## config.mk

```make
export PLATFORM = sky130hd
export DESIGN_NAME = sample_deser
export DESIGN_NICKNAME = d
export VERILOG_FILES = /design/src/rtl/sample_deser.sv
export SDC_FILE = /design/constraint.sdc
export NUM_CORES = 1
export LEC_CHECK = 0
export CORE_ASPECT_RATIO = 0.7
export CORE_UTILIZATION = 52
export CTS_CLUSTER_DIAMETER = 200
export CTS_CLUSTER_SIZE = 28
export DETAILED_ROUTE_END_ITERATION = 12
export GPL_ROUTABILITY_DRIVEN = 0
export PLACE_DENSITY = 0.77
export RECOVER_POWER = 50
export SLEW_MARGIN = 40
export SYNTH_ARGS = -nofsm -noshare
export SYNTH_HDL_FRONTEND = slang
export SYNTH_SLANG_ARGS = --single-unit
```

## constraint.sdc

```tcl
create_clock -name CK -period 1.6 [get_ports CK]
set_input_delay 0.4 -clock CK [delete_from_list [all_inputs] [get_ports CK]]
set_output_delay 0.4 -clock CK [all_outputs]
set_load 0.02 [all_outputs]
```

## src/rtl/sample_deser.sv

```systemverilog
`timescale 1ns/1ps
// Serial-to-parallel deserializer: LSB-first bits qualified by SV, frames opened by SYNC,
// optional odd-parity bit, one-cycle QV strobe and a wrapping good-frame counter.
module sample_deser #(
  parameter int unsigned W   = 8,
  parameter int unsigned PAR = 1,
  parameter int unsigned CW  = 8
) (
  input  logic          CK,
  input  logic          RB,
  input  logic          SI,
  input  logic          SV,
  input  logic          SYNC,
  output logic [W-1:0]  Q,
  output logic          QV,
  output logic          PERR,
  output logic [CW-1:0] FCNT
);

  localparam int unsigned CNTW = $clog2(W + 1);

  typedef enum logic [1:0] {
    IDLE = 2'd0,
    DATA = 2'd1,
    PARB = 2'd2,
    DONE = 2'd3
  } state_e;

  state_e          state_q;
  logic [CNTW-1:0] cnt_q;
  logic [W-1:0]    sh_q;
  logic            par_q;   // running XOR of the data bits received so far
  logic [W-1:0]    q_q;
  logic            qv_q;
  logic            perr_q;
  logic [CW-1:0]   fcnt_q;

  logic [W-1:0]    sh_ins_c;
  logic            par_ins_c;
  logic            last_c;
  logic            perr_c;

  // Shift register with the current bit placed at position cnt, and frame-boundary decode.
  always_comb begin
    sh_ins_c  = sh_q | (W'(SI) << cnt_q);
    par_ins_c = par_q ^ SI;
    last_c    = (cnt_q == CNTW'(W - 1));
    // Odd parity: XOR over data and parity bit must be 1.
    perr_c    = ~(par_q ^ SI);
  end

  // Single-register FSM; outputs are updated on the edge accepting the last bit so QV
  // is visible throughout the DONE cycle.
  always_ff @(posedge CK or negedge RB) begin
    if (!RB) begin
      state_q <= IDLE;
      cnt_q   <= '0;
      sh_q    <= '0;
      par_q   <= 1'b0;
      q_q     <= '0;
      qv_q    <= 1'b0;
      perr_q  <= 1'b0;
      fcnt_q  <= '0;
    end else begin
      qv_q <= 1'b0;
      if (state_q == DONE) begin
        state_q <= IDLE;
      end
      if (SV) begin
        if (SYNC) begin
          // SYNC always opens a new frame, aborting any frame in progress.
          state_q <= DATA;
          cnt_q   <= CNTW'(1);
          sh_q    <= W'(SI);
          par_q   <= SI;
        end else begin
          unique case (state_q)
            DATA: begin
              sh_q  <= sh_ins_c;
              par_q <= par_ins_c;
              cnt_q <= cnt_q + CNTW'(1);
              if (last_c) begin
                if (PAR != 0) begin
                  state_q <= PARB;
                end else begin
                  state_q <= DONE;
                  q_q     <= sh_ins_c;
                  qv_q    <= 1'b1;
                  perr_q  <= 1'b0;
                  fcnt_q  <= fcnt_q + CW'(1);
                end
              end
            end
            PARB: begin
              state_q <= DONE;
              q_q     <= sh_q;
              qv_q    <= 1'b1;
              perr_q  <= perr_c;
              if (!perr_c) begin
                fcnt_q <= fcnt_q + CW'(1);
              end
            end
            default: begin
            end
          endcase
        end
      end
    end
  end

  assign Q    = q_q;
  assign QV   = qv_q;
  assign PERR = perr_q;
  assign FCNT = fcnt_q;

endmodule

```

Word level (Yosys, flattened, before mapping)
Index checks and enable logic that the tools add are counted.

word-level totals
  register bits after elaboration = 33
  input bits = 5
  output and inout port bits = 18
  word-level logic and storage cells = 37

cells by class
  add/sub/neg operators = 2
  equal/unequal tests = 4
  shift-type cells = 1
  mux-type cells = 14
  bitwise operators = 4
  reductions and logical operators = 4

operators with widths
  operator                                        count
  two-way mux 8 bit                               2
  adder 8 x 1 -> 8 bit (second input constant)    1
  two-way mux 2 bit                               4
  two-way mux 4 bit                               2
  bitwise OR 8 bit                                1
  << shifter 1 x 4 -> 8 bit                       1
  two-way mux 1 bit                               5
  adder 4 x 1 -> 4 bit (second input constant)    1
  == test 2 bit (second input constant)           2
  == test 4 x 3 -> 1 bit (second input constant)  1
  case mux 2 bit (2 select lines)                 1
  AND reduction 4 bit                             1
  AND reduction 3 bit                             1
  == test 2 x 1 -> 1 bit (second input constant)  1
  inverter 1 bit                                  2
  AND reduction 2 bit                             1
  nonzero test 2 bit                              1
  XOR 1 bit                                       1

Depth between registers and ports, before layout
  word-level depth = 6
  gate-level depth with buffers = 6
  gate-level depth less buffers = 6

Least setup slack after synthesis
Ideal clock, no wire load.

  path kind = reg-to-reg
  start point = reg state_q[0]
  end point = reg fcnt_q[1], in the netlist FCNT[1]
  library setup time = 0.125 ns
  arrival = 1.298 ns
  required time = 1.475 ns
  setup slack = 0.177 ns
  cell stages (with the launch flop) = 6
  path buffers = 0
  period minus slack after synthesis = 1.423 ns
  path through = dfrtp_1 > inv_1 > ha_1 > nand3b_4 > nor2_1 > mux2_2

between the ends
  longest elaborated chain between the ends = 2

RTL lines
  element                        RTL line  text
  start: declaration             29        state_e state_q;
  start signal: assignment       56        state_q <= IDLE;
  start signal: assignment       67        state_q <= IDLE;
  start signal: assignment       72        state_q <= DATA;
  == test 2 bit                  77        unique case (state_q)
  AND reduction 4 bit (no line)  n/a
  end signal: assignment         90        fcnt_q <= fcnt_q + CW'(1);
  end signal: assignment         100       fcnt_q <= fcnt_q + CW'(1);
  end: declaration               36        logic [CW-1:0] fcnt_q;

Every way passes these cells.
A chain may end at the register's enable or synchronous reset.

Final worst setup path
  start point = in SV
  end point = reg sh_q[5]

between the ends
  longest elaborated chain between the ends = 1

RTL lines
  element                        RTL line  text
  start: declaration             12        input logic SV,
  AND reduction 2 bit (no line)  n/a
  end signal: assignment         74        sh_q <= W'(SI);
  end signal: assignment         79        sh_q <= sh_ins_c;
  end: declaration               31        logic [W-1:0] sh_q;

Every way passes these cells.

==> run_results.csv <==
group,metric,value,unit
synthesis,leading_post_synthesis_cells_by_instance_count,"dfrtp_1, nand2_1, nor2_1",
worst_setup_path,crit_path_start,"SV",
route,number_of_vias_per_cell_after_detailed_routing,5.56,
global_routing,grt.overflow.total,0,
synthesis,synth_edf_count,0,
finish,syn2layout_area_growth,26.3,%
finish,utilization,73.4,%
synthesis,count_of_mapped_cells_out_of_synthesis,150,
synthesis,synth.avg_cell_area,10.1,sq um
timing,drv_slew,0,
synthesis,synth_warnings,0,
hold_path,hold_wc_path_type,"reg -> reg",
timing,finalCritPeriodShare,98.0,%
cts,cts.htree.levels,2,
cts,cts.clk_slew.worst_paths,70,ps
die,pin_count,23,
die,die_ht,47.2,um
die,start_util,58.1,%
worst_setup_path,crit_path_start_kind,"input pin",
placed_design,hpwlAfterDp,2300,um
timing,slew_headroom,47.4,%
worst_setup_path,cp_data_arrival_time,1730,ps
global_routing,globalRouteTotalUtil,24.7,%
power_and_ir_drop,ir_worst_vdd,0.797,mV
global_routing,first_global_vias,1180,
global_routing,grt_pass1_wl,5370,um
cts,tritoncts,"done",
cts,cts_buffer_depth,2,
route,detailed_router_iteration_count_before_antenna_repair,4,
cts,insertion_delay,280,ps
power_and_ir_drop,power_leakage,1.05,nW
route,drt_drc_violations_left,0,
synthesis,yosys_most_used_dff,"dfrtp_1",
synthesis,synth_top_area_cell,"dfrtp_1",
worst_setup_path,required,1760,ps
timing,final.min_clock_period,1570,ps
timing,timing.clock.skew,5.05,ps
hold_path,worst_hold_start,"FCNT[7]$_DFFE_PN0P_",
finish,drive_gt1_share,13.4,%
global_routing,grt_max_degree,34,
die,row_count,15,
worst_setup_path,rr_endpoint,"FCNT[1]$_DFFE_PN0P_",
finish,diodes,0,
synthesis,net_count_after_synthesis,159,
die,floorplan.die.width,66.5,um
timing,timing.hold.ws,471,ps
cts,clock-root-buffer,"clkbuf_8",
worst_setup_path,path_max_fanout,8,
synthesis,yosys-top-cells-area,"dfrtp_1, nand2_1, a41oi_1, xor2_1, ha_1",
route,route.vias.total,1229,
worst_setup_path,setup.reg_to_reg.worst_slack,60,ps
route,drt-wirelength-per-cell,14.9,um
cts,clock-sinks,33,
flow_run,maxCapViolCount,0,
hold_path,hold_end,"FCNT[7]$_DFFE_PN0P_",
synthesis,ys_types,31,
placed_design,place.port_buffers,22,
power_and_ir_drop,power_density,1190,nW/um^2
timing,worst-slew-pin-transition,789,ps
hold_path,hold_path_depth,1,
timing,max_freq,0.638,GHz
run_status,run_status,"completed",
route,routed_wirelength,3280,um
finish,finalNetCount,196,
route,ant_nets,0,
die,core,2610,sq um
global_routing,initial_antenna_violation_count,0,
worst_setup_path,timing.reg2reg.worst_path_depth,5,
worst_setup_path,timing.setup.critical_path_class,"in -> reg",
synthesis,syn_area,1520,sq um
timing,grt_setup_unrepaired,"true",
route,initialDrtViolationCount,63,
die,die_area,3140,sq um
synthesis,synth_async_sr_flop_share,100,%
timing,final-hold-violation-count,0,
timing,setup_viol,0,
synthesis,synthDominantCellAreaShare,54.5,%
cts,cts_inserted_buffers,5,
synthesis,post-synth-top-count-cell,"dfrtp_1",
synthesis,register_bit_count_reported_by_yosys,33,
worst_setup_path,critPathCaptureType,"flop",
worst_setup_path,timing.rr.start,"state_q[0]$_DFF_PN0_",
synthesis,synth_sequential_area_ratio,54.5,%
how the worst max path moves through the flow:
| stage | end | slack [ps] | cells past startpoint |
|---|---|---|---|
| finish | sh_q[5]$_DFFE_PN0P_ | 30 | 6 |
| CTS | QV | 6 | 1 |
| detailed placement | FCNT[5]$_DFFE_PN0P_ | -180 | 5 |
| floorplan | FCNT[1]$_DFFE_PN0P_ | 180 | 5 |
| global route | FCNT[5]$_DFFE_PN0P_ | -30 | 5 |
| global placement | FCNT[1]$_DFFE_PN0P_ | -150 | 4 |
worst max-delay path: stages:
cell and delay, ps:
dlygate4sd3_1 590, buf_4 180, nor2b_1 130, buf_4 160
a41oi_1 190, nor2_1 70
power breakdown:
part | total [W] | internal (W) | switching, W
Sequential | 0.00108 | 0.000954 | 0.000131
Clock | 0.000626 | 0.000341 | 0.000285
Combinational | 0.000564 | 0.000246 | 0.000318
per-stage QoR:
stage	total power, W	instances	cell area (sq um)	worst slack (ps)	setup TNS [ps]
2_1_floorplan	0.00147	150	1520	177	0
3_3_place_gp	0.00163	214	1870	-145	-1590
3_5_place_dp	0.00166	214	1870	-182	-2410
4_1_cts	0.00228	221	1930	6.27	0
5_1_grt	0.00241	221	1920	-29.8	-77.3
6_report	0.00227	221	1920	32.1	0
per-layer routing:
| layer | routed length (um) | global-route usage [%] | up-vias |
|---|---|---|---|
| met1 | 1550 | 32.5 | 608 |
| met3 | 140 | 6.80 | 6 |
| met5 | 0 | 0 | - |
| li1 | - | - | 587 |
| met2 | 1540 | 38.2 | 28 |
| met4 | 57 | 12.8 | 0 |
state kept, by name (all words and copies together) (netlist names):
signal   cells
state_q      2
cnt_q        4
par_q        1
sh_q         8
QV           1
PERR         1
Q            8
FCNT         8
cell usage in the layout, fill, tap and decap left out, types with 5 or more instances in the layout:
cell,Yosys,routed
inv_1,8,8
clkbuf_8,0,6
xor2_1,7,7
nand2_1,24,24
a41oi_1,7,7
nor2_1,13,13
dlygate4sd2_1,0,17
buf_4,1,14
nor2b_1,5,5
dfrtp_1,33,33
a21oi_1,5,5
final cells by class:
type	instances	area, sq um
repair buffers	37	303
well taps	34	42.5
flip-flops and latches	33	826
clock buffers	7	86.3
inverters	9	33.8
multi-input cells	101	624
fillers	202	693
what timing repair did:
action                                  in CTS  in global routing
buffers inserted                             0                  0
hold endpoints to repair                     0                  0
hold buffers                                 0                  0
endpoints found under the setup margin      17                  5
gates resized for setup                     17                  2
logic make-up after synthesis:
logic type / count (synthesis) / synth area share [%]
AO/OA/AOI/OAI: 25 / 11.7
AND/OR/NAND/NOR: 62 / 19.7
buffers and inverters: 16 / 4.78
adder cells (fa/ha/maj): 4 / 3.30
XOR/XNOR: 8 / 4.62
flip-flops: 33 / 54.5
multiplexers: 2 / 1.40
Power figures use the tool's default switching activity.
